**src/rtl/hazard_ctrl_pkg.sv**
```systemverilog
// Shared definitions for the pipeline hazard/flow controller: FSM encodings,
// register-address constants and the stall/flush control bundle.
package hazard_ctrl_pkg;

  localparam int unsigned REG_ADDR_W  = 5;
  localparam int unsigned FLUSH_CNT_W = 3;

  localparam logic [REG_ADDR_W-1:0] REG_ZERO = '0;

  typedef enum logic [1:0] {
    HZ_RUN     = 2'd0,
    HZ_BRFLUSH = 2'd1,
    HZ_MEMWAIT = 2'd2
  } hz_state_e;

  typedef struct packed {
    logic pc_stall;
    logic ifid_stall;
    logic ifid_flush;
    logic idex_stall;
    logic idex_flush;
    logic exmem_stall;
  } hz_ctrl_t;

  // A load in EX whose non-zero rd feeds a source the ID instruction reads.
  function automatic logic load_use_hit(
    input logic                  mem_read,
    input logic [REG_ADDR_W-1:0] rd,
    input logic [REG_ADDR_W-1:0] rs1,
    input logic [REG_ADDR_W-1:0] rs2,
    input logic                  uses_rs2
  );
    return mem_read && (rd != REG_ZERO) &&
           ((rd == rs1) || (uses_rs2 && (rd == rs2)));
  endfunction

endpackage

```
**src/rtl/hazard_ctrl_sat_counter.sv**
```systemverilog
// Saturating up-counter used for the hazard controller performance counters.
module hazard_ctrl_sat_counter #(
  parameter int unsigned CNT_W = 32
) (
  input  logic             CLK_i,
  input  logic             RSTn_i,
  input  logic             inc,
  output logic [CNT_W-1:0] count
);

  always_ff @(posedge CLK_i or negedge RSTn_i) begin
    if (!RSTn_i) begin
      count <= '0;
    end else if (inc && (count != '1)) begin
      count <= count + CNT_W'(1);
    end
  end

endmodule

```
**src/rtl/hazard_ctrl.sv**
```systemverilog
// Pipeline hazard/flow controller: load-use stalls, taken-branch drains and
// memory-wait freezes for the IF/ID, ID/EX and EX/MEM latches.
module hazard_ctrl
  import hazard_ctrl_pkg::*;
#(
  parameter int unsigned FLUSH_CYCLES = 1,
  parameter int unsigned CNT_W        = 32
) (
  input  logic                  CLK_i,
  input  logic                  RSTn_i,
  input  logic [REG_ADDR_W-1:0] id_addrSrc1_i,
  input  logic [REG_ADDR_W-1:0] id_addrSrc2_i,
  input  logic                  id_usesSrc2_i,
  input  logic                  ex_memRead_i,
  input  logic [REG_ADDR_W-1:0] ex_regDest_i,
  input  logic                  branch_taken_i,
  input  logic                  mem_req_i,
  input  logic                  mem_ready_i,
  output logic                  pc_stall_o,
  output logic                  ifid_stall_o,
  output logic                  ifid_flush_o,
  output logic                  idex_stall_o,
  output logic                  idex_flush_o,
  output logic                  exmem_stall_o,
  output logic [CNT_W-1:0]      stall_cnt_o,
  output logic [CNT_W-1:0]      flush_cnt_o
);

  hz_state_e              state_q, state_d;
  logic [FLUSH_CNT_W-1:0] flush_rem_q, flush_rem_d;
  hz_ctrl_t               ctrl;
  logic                   flush_evt;
  logic                   mem_hold;
  logic                   load_use;

  assign load_use = load_use_hit(ex_memRead_i, ex_regDest_i, id_addrSrc1_i,
                                 id_addrSrc2_i, id_usesSrc2_i);

  always_ff @(posedge CLK_i or negedge RSTn_i) begin
    if (!RSTn_i) begin
      state_q     <= HZ_RUN;
      flush_rem_q <= '0;
    end else begin
      state_q     <= state_d;
      flush_rem_q <= flush_rem_d;
    end
  end

  // A memory hold freezes everything, including any pending flush count.
  always_comb begin
    state_d     = (state_q == HZ_BRFLUSH) ? HZ_BRFLUSH : HZ_RUN;
    flush_rem_d = flush_rem_q;
    ctrl        = '0;
    flush_evt   = 1'b0;
    mem_hold    = (state_q == HZ_MEMWAIT) ? !mem_ready_i
                                          : (mem_req_i && !mem_ready_i);

    if (mem_hold) begin
      ctrl.pc_stall    = 1'b1;
      ctrl.ifid_stall  = 1'b1;
      ctrl.idex_stall  = 1'b1;
      ctrl.exmem_stall = 1'b1;
      state_d          = HZ_MEMWAIT;
    end else begin
      if (state_q == HZ_MEMWAIT) begin
        state_d = (flush_rem_q != '0) ? HZ_BRFLUSH : HZ_RUN;
      end
      if (branch_taken_i) begin
        ctrl.ifid_flush = 1'b1;
        ctrl.idex_flush = 1'b1;
        flush_evt       = 1'b1;
        if (FLUSH_CYCLES > 1) begin
          flush_rem_d = FLUSH_CNT_W'(FLUSH_CYCLES - 1);
          state_d     = HZ_BRFLUSH;
        end else begin
          flush_rem_d = '0;
          state_d     = HZ_RUN;
        end
      end else if (state_q == HZ_BRFLUSH) begin
        ctrl.ifid_flush = 1'b1;
        flush_rem_d     = flush_rem_q - FLUSH_CNT_W'(1);
        state_d         = (flush_rem_q <= FLUSH_CNT_W'(1)) ? HZ_RUN : HZ_BRFLUSH;
      end else if (load_use) begin
        ctrl.pc_stall   = 1'b1;
        ctrl.ifid_stall = 1'b1;
        ctrl.idex_flush = 1'b1;
      end
    end
  end

  assign pc_stall_o    = RSTn_i & ctrl.pc_stall;
  assign ifid_stall_o  = RSTn_i & ctrl.ifid_stall;
  assign ifid_flush_o  = RSTn_i & ctrl.ifid_flush;
  assign idex_stall_o  = RSTn_i & ctrl.idex_stall;
  assign idex_flush_o  = RSTn_i & ctrl.idex_flush;
  assign exmem_stall_o = RSTn_i & ctrl.exmem_stall;

  hazard_ctrl_sat_counter #(.CNT_W(CNT_W)) u_stall_cnt (
    .CLK_i  (CLK_i),
    .RSTn_i (RSTn_i),
    .inc    (pc_stall_o),
    .count  (stall_cnt_o)
  );

  hazard_ctrl_sat_counter #(.CNT_W(CNT_W)) u_flush_cnt (
    .CLK_i  (CLK_i),
    .RSTn_i (RSTn_i),
    .inc    (flush_evt & RSTn_i),
    .count  (flush_cnt_o)
  );

endmodule
```
**config.mk**
```make
export PLATFORM = sky130hd
export DESIGN_NAME = hazard_ctrl
export DESIGN_NICKNAME = d
export VERILOG_FILES = /design/src/rtl/hazard_ctrl_pkg.sv /design/src/rtl/hazard_ctrl_sat_counter.sv /design/src/rtl/hazard_ctrl.sv
export SDC_FILE = /design/constraint.sdc
export NUM_CORES = 1
export LEC_CHECK = 0
export BUFFER_PORTS_ARGS = -buffer_cell sky130_fd_sc_hd__buf_4
export CAP_MARGIN = 5
export CORE_ASPECT_RATIO = 1.2
export CORE_UTILIZATION = 40
export DETAILED_ROUTE_END_ITERATION = 7
export PLACE_DENSITY_LB_ADDON = 0.05
export SYNTH_ARGS = -nofsm -noshare
export SYNTH_HDL_FRONTEND = slang
export SYNTH_SLANG_ARGS = --single-unit
```
**constraint.sdc**
```tcl
create_clock -name CLK_i -period 2.1 [get_ports CLK_i]
set_clock_uncertainty 0.1 [all_clocks]
set_input_delay 0.42 -clock CLK_i [delete_from_list [all_inputs] [get_ports CLK_i]]
set_output_delay 0.42 -clock CLK_i [all_outputs]
set_load 0.01 [all_outputs]
```
==> impl.org, run 1 <==
** Timing
- Total Negative Setup Slacks :: -362 ps
- Setup repair after global routing could not meet its margin everywhere.
- On the final layout, the worst hold slack is 137 ps.
- At the pin with the least slew margin, the transition time is 536 ps.
- The worst pin sits at a relative slew slack of 64.2%.
- Total setup violations reported at the end of the flow :: 3
- Number of pins with negative max-slew slack in the final report :: 0
- Worst setup margin :: -138 ps
- Tcrit/Tclk final :: 107%
- Final period demand of the worst path :: 2240 ps
- Derived from the worst setup path, the maximum achievable clock frequency is 0.447 GHz.
- The count of endpoints failing hold in the final timing report came to 0.

** Die
- The initial utilization of the core area, before any placement, comes to 41.4%.
- Die span in x :: 88.4 um
- In this run the standard cell core region covers 8660 um^2.
- After floorplanning, the core was divided into 37 placement rows.
- Height of the die :: 106 um
- 92 I/O pins were placed.
- The die covers 9350 um^2.

** Worst setup path
- Cell chain of the critical path :: buf_8 > or4_4 > o211ai_1 > buf_4 > nor2_1 > nor2_1 > nor2_1 > buf_4
- By instance count, the cell type seen most on the critical path is nor2_1.
- Worst Path Buf+Inv :: 3
- Crit path required time :: 1580 ps
- STA puts the critical path data arrival time at 1720 ps.
- For this run, the slowest stage of the critical path takes 520 ps.
- STA classifies the critical path startpoint as an input pin.
- Maximum fanout along the worst path :: 2
- Worst path slowest cell :: or4_4
- Type of the setup path with the least slack :: in -> out
- Kind of cell adding the most delay to the critical path :: simple AND/OR/NAND/NOR gates
- Setup crit end kind :: output port

** Global route
- Initial antenna violation count :: 0
- Wire length of the first global-routing pass :: 15.3 mm
- For this run, the total global-route usage over all layers was measured as 21.2%.
- Largest net degree at the start of global routing :: 30
- The number of global-route vias before repair is 3202.
- Global routing finished with a remaining overflow of 0.

** Routing
- The count of nets left with antenna violations once routing finished came out at 0.
- In this run, the number of DRC markers left after iteration 0 of detailed routing was 123.
- After detailed routing, the average wire length per cell comes to 14.2 um.
- Routed via count :: 3226
- Per-cell via count in the routed design :: 4.99
- The first detailed-routing pass took 4 iterations.
- For this run, design rule violations remaining after detail routing come to 0.
- The routed design has 9.19 mm of wire.

** Placement
- During placement, the flow inserted port buffers numbering 91.
- After legalization and detailed placement, the total HPWL measured 6.66 mm.
- At the end of routability-driven placement, the weighted congestion stood at 0.827.
- Prior to clock tree synthesis, the placed netlist has a worst setup slack of -222 ps.
- Placed instance area :: 4940 um^2

** Clocking
- Clock buffer count from CTS :: 9
- The tree is rooted in a clkbuf_8.
- TritonCTS built the clock tree.
- Clock-pin slew was measured on the worst setup and hold paths at 80 ps.
- No sink is reached through more buffers than the 2 on the longest clock path.
- Clock latency at the later pin of the worst-skew pair :: 350 ps
- Clock H-tree levels :: 3
- TritonCTS sink count :: 69

** Synth
- Summing every instance area after synthesis gives 3580 um^2.
- Mean cell area of the mapped netlist :: 10.1 um^2
- Synthesis inferred 69 register bits.
- Cell taking the most area after synthesis :: dfrtp_1
- Share of the synthesized area in the top cell type :: 48.2%
- Top post-synthesis cells by area :: dfrtp_1, xnor2_1, xor2_1
- Counting flops with an async set or reset pin after synthesis yields a share of 100%.
- After synthesis, flip-flops and latches occupy 48.2% of the total area.
- Number of flops mapped to enable cells by yosys :: 0
- The number of nets handed over by synthesis was 380.
- The netlist uses 45 different library cells.
- Syn. warnings :: 0
- In the synthesized netlist the dominant register cell turns out to be dfrtp_1.
- Number of instances in the synthesized netlist :: 354

** Power
- Power per cell area :: 676 nW/um^2
- Leakage power total :: 0.00267 uW
- Overall power consumption :: 3660 uW
- Largest voltage drop on the vdd net :: 0.354 mV

** Status
- Violations in the final reports :: negative setup slack
- The flow ran to the end, but the final reports show violations.

** Final layout
- Synthesis-to-finish area growth :: 51.0%
- Diode count :: 0
- Cells with a size suffix above 1 make up 41.2% of the layout.
- Most common cell after layout, fill and taps aside :: buf_4
- # nets final :: 550
- Most frequent cells in the layout :: buf_4, dfrtp_1, xor2_1
- The finished cells cover 5410 um^2.

** Min path
- Worst hold path class :: in -> async

** Flow run
- Count of maximum capacitance violations :: 0
worst reg2reg max path, stage by stage, from the launching register on:
cell	delay, ps
dfrtp_1	380
and4_1	230
nand3_1	150
or4_4	650
nand3_2	140
mux2_1	320
metal layers:
layer  track usage (%)  part of all wire (%)  up-vias
li1                  -                     -     1586
met5                 0                     0        -
met4              8.06                   1.4        0
met3              3.52                   3.5        9
met2              36.0                    51       62
met1              26.3                    44     1569
worst paths after layout:
check,start,end,cells after the start,slack (ps)
max in group asynchronous,RSTn_i,u_stall_cnt.count[14],3,810
hold reg to reg,u_stall_cnt.count[27],u_stall_cnt.count[27],1,400
setup reg to reg,u_stall_cnt.count[2],u_stall_cnt.count[1],5,20
min in group CLK_i,branch_taken_i,flush_rem_q[0],2,210
setup / recovery,ex_regDest_i[4],idex_flush_o,8,-140
hold / removal,RSTn_i,u_stall_cnt.count[11],3,140
cell type report:
cell class | instances | area (um^2)
Sequential cell | 69 | 1730
Timing Repair Buffer | 171 | 1350
Clock buffer | 10 | 128
Clock inverter | 6 | 111
Fill cell | 754 | 3250
Tap cell | 117 | 146
Inverter | 9 | 33.8
Multi-Input combinational cell | 264 | 1910
Yosys cell counts, types with 2 or more instances:
master / instances
nand3_2: 3
nor4b_1: 2
or3_1: 3
nor4_1: 8
nor3b_1: 2
nand3_1: 24
o21ai_0: 2
nand2_1: 34
xor2_1: 36
buf_4: 2
ha_1: 4
xnor2_1: 36
or4_1: 2
and2_1: 2
inv_1: 9
clkbuf_1: 2
and4_1: 3
a21oi_1: 3
and4_4: 2
nand4_1: 26
nor2_1: 22
dfrtp_1: 69
nand2b_1: 2
buf_2: 6
nor3_1: 23
and3_1: 8
sequential cells by signal, summed over array words and instances, names as in the netlist:
name and cells:
u_flush_cnt.count 32, u_stall_cnt.count 32, state_q 2, flush_rem_q 3
power breakdown:
part           internal [uW]  switching [uW]  leakage [uW]
sequential              1430            68.3      0.000927
combinational            440             408       0.00163
clock                    789             524      0.000116
total                   2660            1000       0.00267
timing repair:
action	in CTS	in global routing
hold buffers	4	0
resized for setup	5	28
endpoints found under the hold margin	39	0
endpoints found under the setup margin	3	33
buffers inserted	3	3
cloned	0	0
pin swaps	8	20
logic make-up after synthesis:
logic type | share of synthesized area [%]
flops | 48.2
mux | 0.314
xor+xnor | 17.6
compound gates | 2.86
buf+inv | 2.83
fa+ha+maj | 1.40
simple gates | 26.8
through the flow:
| stage | utilization, % | std cells |
|---|---|---|
| after floorplan | - | 354 |
| after global placement | 57.1 | 622 |
| after detailed placement | 57.1 | 622 |
| after CTS | 60.9 | 645 |
| after global routing | 62.5 | 646 |
| final | 62.5 | 646 |
No activity file was read; power rests on OpenSTA's default activity.
==> inputs of run 2 (changes only) <==
--- a/config.mk
+++ b/config.mk
@@ -8,8 +8,10 @@
 export BUFFER_PORTS_ARGS = -buffer_cell sky130_fd_sc_hd__buf_4
 export CAP_MARGIN = 5
 export CORE_ASPECT_RATIO = 1.2
+export CORE_MARGIN = 10
 export CORE_UTILIZATION = 40
 export DETAILED_ROUTE_END_ITERATION = 7
+export GPL_ROUTABILITY_DRIVEN = 1
 export PLACE_DENSITY_LB_ADDON = 0.05
 export SYNTH_ARGS = -nofsm -noshare
 export SYNTH_HDL_FRONTEND = slang
==> impl.org, run 2 (synthesized netlist as in run 1, its figures left out) <==
** Status
- The run finished, with violations left.
- Violations in the final reports :: negative setup slack

** Global route
- Overall overflow remaining after global route :: 0
- Global routing used 15.2% of the available tracks.
- Wire length of the first global-routing pass :: 16.4 mm
- Vias in the first global route :: 3363
- Initial antenna violation count :: 0
- Entering global routing, the biggest net connects 44 pins.

** Die
- Floorplan core area :: 8660 um^2
- The floorplan has 37 rows.
- Area of the die :: 13200 um^2
- The die is 124 um tall.
- The die is 106 um wide.
- In this run the count of I/O pins placed on the die edge is 92.
- Starting density of the core :: 41.4%

** Final layout
- The final layout contains 546 nets.
- In the final layout, flip-flops and latches occupy 1730 um^2.
- Synthesis-to-finish area growth :: 51.7%
- Counting the fill cells in the layout gives 746.
- Combined area of the multi-input logic cells :: 1980 um^2
- Leaving out filler cells and counting taps, the final layout contains 642.
- 0 antenna diodes ended up in the layout.
- After routing the design area is 5440 um^2.
- In the final layout, the registers with the most flip-flops are u_flush_cnt.count x32, u_stall_cnt.count x32, flush_rem_q x3.
- Most common cell after layout, fill and taps aside :: buf_4
- The top cell types in the final layout, fill and taps aside, are buf_4, dfrtp_1, xor2_1.
- Cells with a size suffix above 1 make up 43.2% of the layout.

** Worst setup path
- Data on the critical path is required at its endpoint by 1580 ps.
- STA classifies the critical path startpoint as an input pin.
- Type of the setup path with the least slack :: in -> out
- Setup crit end kind :: output port
- Cell chain of the critical path :: buf_8 > or4_4 > o211ai_1 > buf_4 > nor2_2 > nor2_1 > nor2_1 > buf_4
- Worst Path Buf+Inv :: 3
- Along the worst path, the maximum fanout reaches 2.
- For the worst setup path, the data arrival time is 1730 ps.
- Maximum single-stage delay on the critical path :: 530 ps
- On the critical path the largest part of the delay comes from simple AND/OR/NAND/NOR gates.
- Worst path slowest cell :: or4_4

** Placement
- Worst slack at placement :: -264 ps
- Routability-driven placement finished with a final weighted congestion of 0.823.
- The HPWL after detailed placement is 7.48 mm.
- In this run, placement finished with an instance count of 619.
- Once placement finished, the instance area stood at 4910 um^2.
- Buffers placed on the I/O ports in this run total 91.

** Routing
- Dividing the detail-routed via count by the number of cells gives 5.05.
- Average detailed-routed wire length per instance :: 15.4 um
- Remaining routing DRC violations :: 0
- Before antenna repair, the detailed router went through 4 iterations.
- The detailed router finished its first iteration with 90 violations.
- In this run the remaining antenna-violating nets after routing total 0.
- Routed via count :: 3245
- The routed design has 9.89 mm of wire.

** Clocking
- The H-tree was split into 3 levels.
- In this run the deepest clock path goes through 2 buffers.
- The tree is rooted in a clkbuf_8.
- Clock-pin slew reported for the worst setup and hold paths after clock tree synthesis :: 70 ps
- Clock latency at the later pin of the worst-skew pair :: 340 ps
- TritonCTS built the clock tree.
- Clock buffer count from CTS :: 9
- The clock net in this run drives a total of 69 sinks.

** Timing
- Measured slew at the worst slew-check pin :: 555 ps
- The number of slew-limit violations in the final report is 0.
- Worst setup margin :: -148 ps
- Hold Fails Final Rpt :: 0
- Setup violations remaining at the end of the flow were counted as 8.
- Static timing analysis puts the maximum clock frequency at 0.445 GHz.
- Setup repair after global routing could not meet its margin everywhere.
- Slew headroom :: 62.7%
- Tcrit/Tclk final :: 107%
- Counting I/O delays and the setup requirement, the final critical path takes 2250 ps.
- Worst hold slack :: 81.6 ps

** Power
- Proportion of power drawn by flip-flops and latches :: 42.0%
- Power spread over the standard cell area amounts to 659 nW/um^2.
- The internal power of the cells totals 2600 uW.
- Combinational logic burns 23.0% of the power.
- For this design the total switching power over the nets is 988 uW.
- Net switching is 27.6% of the power.
- Summing internal, switching and leakage power gives 3580 uW.
- Proportion of power drawn by the clock network :: 35.0%
- Leakage power total :: 0.00266 uW
- IR analysis of the VDD net gives a maximum drop of 0.502 mV.

** Min path
- The tightest min-delay check is of the in -> async type.

** Flow run
- Count of maximum capacitance violations :: 0
-- run 2: per-layer routing --
metal  vias to the layer above  GRT usage, %  wire length (um)
met5                         -             0                 0
met4                         0          5.59               148
met3                        15          4.08               517
met2                        72          26.1              5120
met1                      1582          17.9              4110
li1                       1576             -                 -
-- run 2: power by group through the flow --
| stage | Combinational, uW | Sequential [uW] | Clock (uW) |
|---|---|---|---|
| 2_1_floorplan | 210 | 1630 | 0 |
| 3_3_place_gp | 791 | 1530 | 0 |
| 3_5_place_dp | 798 | 1530 | 0 |
| 4_1_cts | 816 | 1510 | 1290 |
| 5_1_grt | 908 | 1520 | 1350 |
| 6_report | 824 | 1500 | 1260 |
-- run 2: timing repair --
item	in CTS	in global routing
buffers inserted	4	2
hold endpoints to repair	36	0
resized for setup	9	39
endpoints found under the setup margin	4	41
pin swaps	9	20
hold buffers	2	0
-- run 2: final cells by class --
cell class / instances / area share, %
Clock buffer: 11 / 2.78
Clock inverter: 5 / 1.50
Sequential cell: 69 / 31.8
Tap cell: 117 / 2.69
Timing Repair Buffer: 167 / 24.3
Inverter: 9 / 0.621
Multi-Input combinational cell: 264 / 36.4
-- run 2: final timing paths --
path                                            start                     to  slack, ps  cells after the start
worst max-delay path                  ex_regDest_i[1]           idex_flush_o       -150                      8
worst min-delay path                           RSTn_i  u_stall_cnt.count[18]         80                      2
worst max register to register   u_stall_cnt.count[8]   u_stall_cnt.count[1]         50                      5
worst min register to register  u_flush_cnt.count[31]  u_flush_cnt.count[31]        400                      1
max in group asynchronous                      RSTn_i  u_flush_cnt.count[31]        910                      3
min in group CLK_i                     branch_taken_i         flush_rem_q[0]        220                      2
-- run 2: stage by stage --
stage / TNS, ps / util [%]
5_1_grt: -2750 / 62.8
6_report: -482 / 62.8
3_3_place_gp: -5660 / 56.8
2_1_floorplan: -236 / -
4_1_cts: -405 / 60.4
3_5_place_dp: -6660 / 56.8
==> inputs of run 3 (changes only) <==
==> constraint.sdc (replaced) <==
create_clock -name CLK_i -period 2 [get_ports CLK_i]
set_clock_uncertainty 0.1 [all_clocks]
set_input_delay 0.4 -clock CLK_i [delete_from_list [all_inputs] [get_ports CLK_i]]
set_output_delay 0.4 -clock CLK_i [all_outputs]
set_load 0.01 [all_outputs]
==> impl.org, run 3 (synthesized netlist as in run 1, its figures left out) <==
** Die
- Floorplan core area :: 8660 um^2
- The die is 124 um tall.
- Starting density of the core :: 41.4%
- The die covers 13200 um^2.
- 92 I/O pins were placed.
- Cell row count :: 37
- Die span in x :: 106 um

** Clocking
- TritonCTS built the clock tree.
- Clock-pin slew was measured on the worst setup and hold paths at 70 ps.
- Clock latency on the worst-skew pair, taken at its later pin, is 340 ps.
- Clock H-tree levels :: 3
- Clock tree root buffer cell :: clkbuf_8
- TritonCTS created 9 clock buffers.
- TritonCTS sink count :: 69
- The longest clock path from root to sink contains 2 buffers.

** Timing
- At the pin with the least slew margin, the transition time is 1010 ps.
- The count of endpoints failing hold in the final timing report is 0.
- After layout, the worst path uses 116% of the clock period.
- Total setup violations reported at the end of the flow :: 27
- Static timing analysis puts the maximum clock frequency at 0.432 GHz.
- Setup repair after global routing could not meet its margin everywhere.
- The number of slew-limit violations in the final report came to 0.
- In the post-route analysis, the smallest setup slack over all paths is -317 ps.
- In this run the tightest slew margin relative to its limit is 32.5%.
- Worst hold slack :: 84.5 ps
- Counting I/O delays and the setup requirement, the final critical path takes 2320 ps.

** Power
- Proportion of power drawn by the clock network :: 35.3%
- Proportion of power drawn by flip-flops and latches :: 40.1%
- Internal Power :: 2870 uW
- For this design the ratio of total power to cell area is 676 nW/um^2.
- Sw frac :: 26.8%
- Power share of the combinational group :: 24.6%
- The analysis attributes to cell leakage a power of 0.00287 uW.
- Largest voltage drop on the vdd net :: 0.448 mV
- Net switching power of the design :: 1050 uW

** Worst setup path
- Arr. time, crit path :: 1820 ps
- Data on the critical path is required at its endpoint by 1500 ps.
- Critical Path Start Type :: input pin
- The worst setup path is captured at an output port.
- Maximum fanout along the worst path :: 3
- The critical path is of the in -> out type.

** Global route
- Met3 Track Usage GR :: 4.44%
- Global routing consumed, over all layers together, 15.5% of the routing resources.
- Met2 usage :: 26.9%
- Global-route layer with the greatest usage :: met2
- Entering global routing, the biggest net connects 45 pins.
- Wire length of the first global-routing pass :: 16.7 mm
- Overall overflow remaining after global route :: 0
- Global Route met1 Usage :: 17.7%
- The number of antenna violations at the first check in global routing was 0.
- The number of global-route vias before repair came to 3469.

** Final layout
- The count of cells in the finished layout, fillers not included, comes to 660.
- Top flop regs :: u_flush_cnt.count x32, u_stall_cnt.count x32, flush_rem_q x3
- The sequential cells in the finished layout cover a total of 1730 um^2.
- The repair_antennas step left the layout with diodes totalling 0.
- Most frequent cells in the layout :: buf_4, dfrtp_1, xor2_1
- Synthesis-to-finish area growth :: 61.8%
- Cells with a size suffix above 1 make up 47.9% of the layout.
- Most common cell after layout, fill and taps aside :: buf_4
- The filler cells instantiated in the layout total 692.
- The net count of the finished layout is 564.
- Combined area of the multi-input logic cells :: 2150 um^2

** Min path
- The min-delay analysis places its worst path in the category in -> async.

** Routing
- In the final routed layout, each cell accounts on average for 16.2 um.
- The final layout contains routed wiring with a total length of 10.7 mm.
- DRT antenna net count :: 0
- Remaining routing DRC violations :: 0
- First drt pass iteration count :: 4
- In the routed layout, each cell is associated on average with a via count of 5.11.
- Across all layers, the routed design uses 3375 vias.
- For this block, the initial DRC count from the detailed router was 77.

** Flow run
- Count of maximum capacitance violations :: 0

** Placement
- Detailed placement HPWL :: 7.54 mm
- At the end of routability-driven placement, the weighted congestion stood at 0.825.
- Port buffering added 91 buffers.
- The number of placed instances, taps included, is 629.

** Status
- The final reports fail on negative setup slack.
- Run status :: complete, but fails checks
==> run 3: cell count changes in the layout (fill, tap and decap cells not counted), sizes merged <==
cell         change
buf             +18
bufinv           +1
clkbuf           +2
clkinvlp         -1
dlygate4sd3      -1
inv              -1
==> run 3: area by class of cell <==
cell class | instances | share of cell area [%]
well taps | 117 | 2.52
inverters | 9 | 0.582
multi-input cells | 264 | 37.0
flip-flops and latches | 69 | 29.8
clock inverters | 4 | 1.64
repair buffers | 185 | 25.9
clock buffers | 12 | 2.50
==> run 3: through the flow <==
step | total power, uW | cell area (um^2) | setup TNS, ps | utilization [%] | worst slack, ps
detailed placement | 2470 | 5010 | -8950 | 57.9 | -381
global route | 4120 | 5800 | -4450 | 67.0 | -351
CTS | 3890 | 5380 | -817 | 62.1 | -229
floorplan | 1940 | 3640 | -1520 | - | -196
global placement | 2460 | 5010 | -8470 | 57.9 | -325
finish | 3920 | 5800 | -2920 | 67.0 | -317
==> run 3: what timing repair did <==
action / in CTS / in global routing
hold endpoints to repair: 20 / 0
setup buffers: 5 / 6
gates resized for setup: 20 / 72
hold buffers: 1 / 0
cloned: 0 / 3
setup endpoints to repair: 8 / 57
pin swaps: 6 / 36
==> run 3: layer usage <==
| metal | vias up | share of wire (%) |
|---|---|---|
| li1 | 1618 | - |
| met1 | 1663 | 41 |
| met2 | 78 | 51 |
| met3 | 16 | 5.7 |
| met4 | 0 | 1.8 |
| met5 | - | 0 |
==> run 3: power by group through the flow <==
stage          combinational, uW  clock (uW)  sequential [uW]
4_1_cts                      911        1410             1570
2_1_floorplan                234           0             1710
6_report                     963        1390             1570
5_1_grt                     1050        1480             1590
3_3_place_gp                 864           0             1590
3_5_place_dp                 876           0             1600
==> run 3: critical path, cell delays in order <==
cell,delay [ps]
buf_8,100
or4_4,520
o211ai_1,300
buf_4,190
nor2_2,30
nor2_1,80
nor2_1,50
buf_4,140
==> run 3: worst paths after layout <==
path / slack [ps] / start / depth (start not counted) / endpoint
worst max-delay path: -320 / ex_regDest_i[1] / 8 / idex_flush_o
min in group CLK_i: 200 / branch_taken_i / 2 / flush_rem_q[0]
worst max register to register: -80 / u_stall_cnt.count[18] / 6 / u_stall_cnt.count[18]
worst min register to register: 410 / flush_rem_q[2] / 2 / flush_rem_q[2]
max in group asynchronous: 240 / RSTn_i / 3 / u_stall_cnt.count[2]
worst min-delay path: 80 / RSTn_i / 2 / u_flush_cnt.count[24]
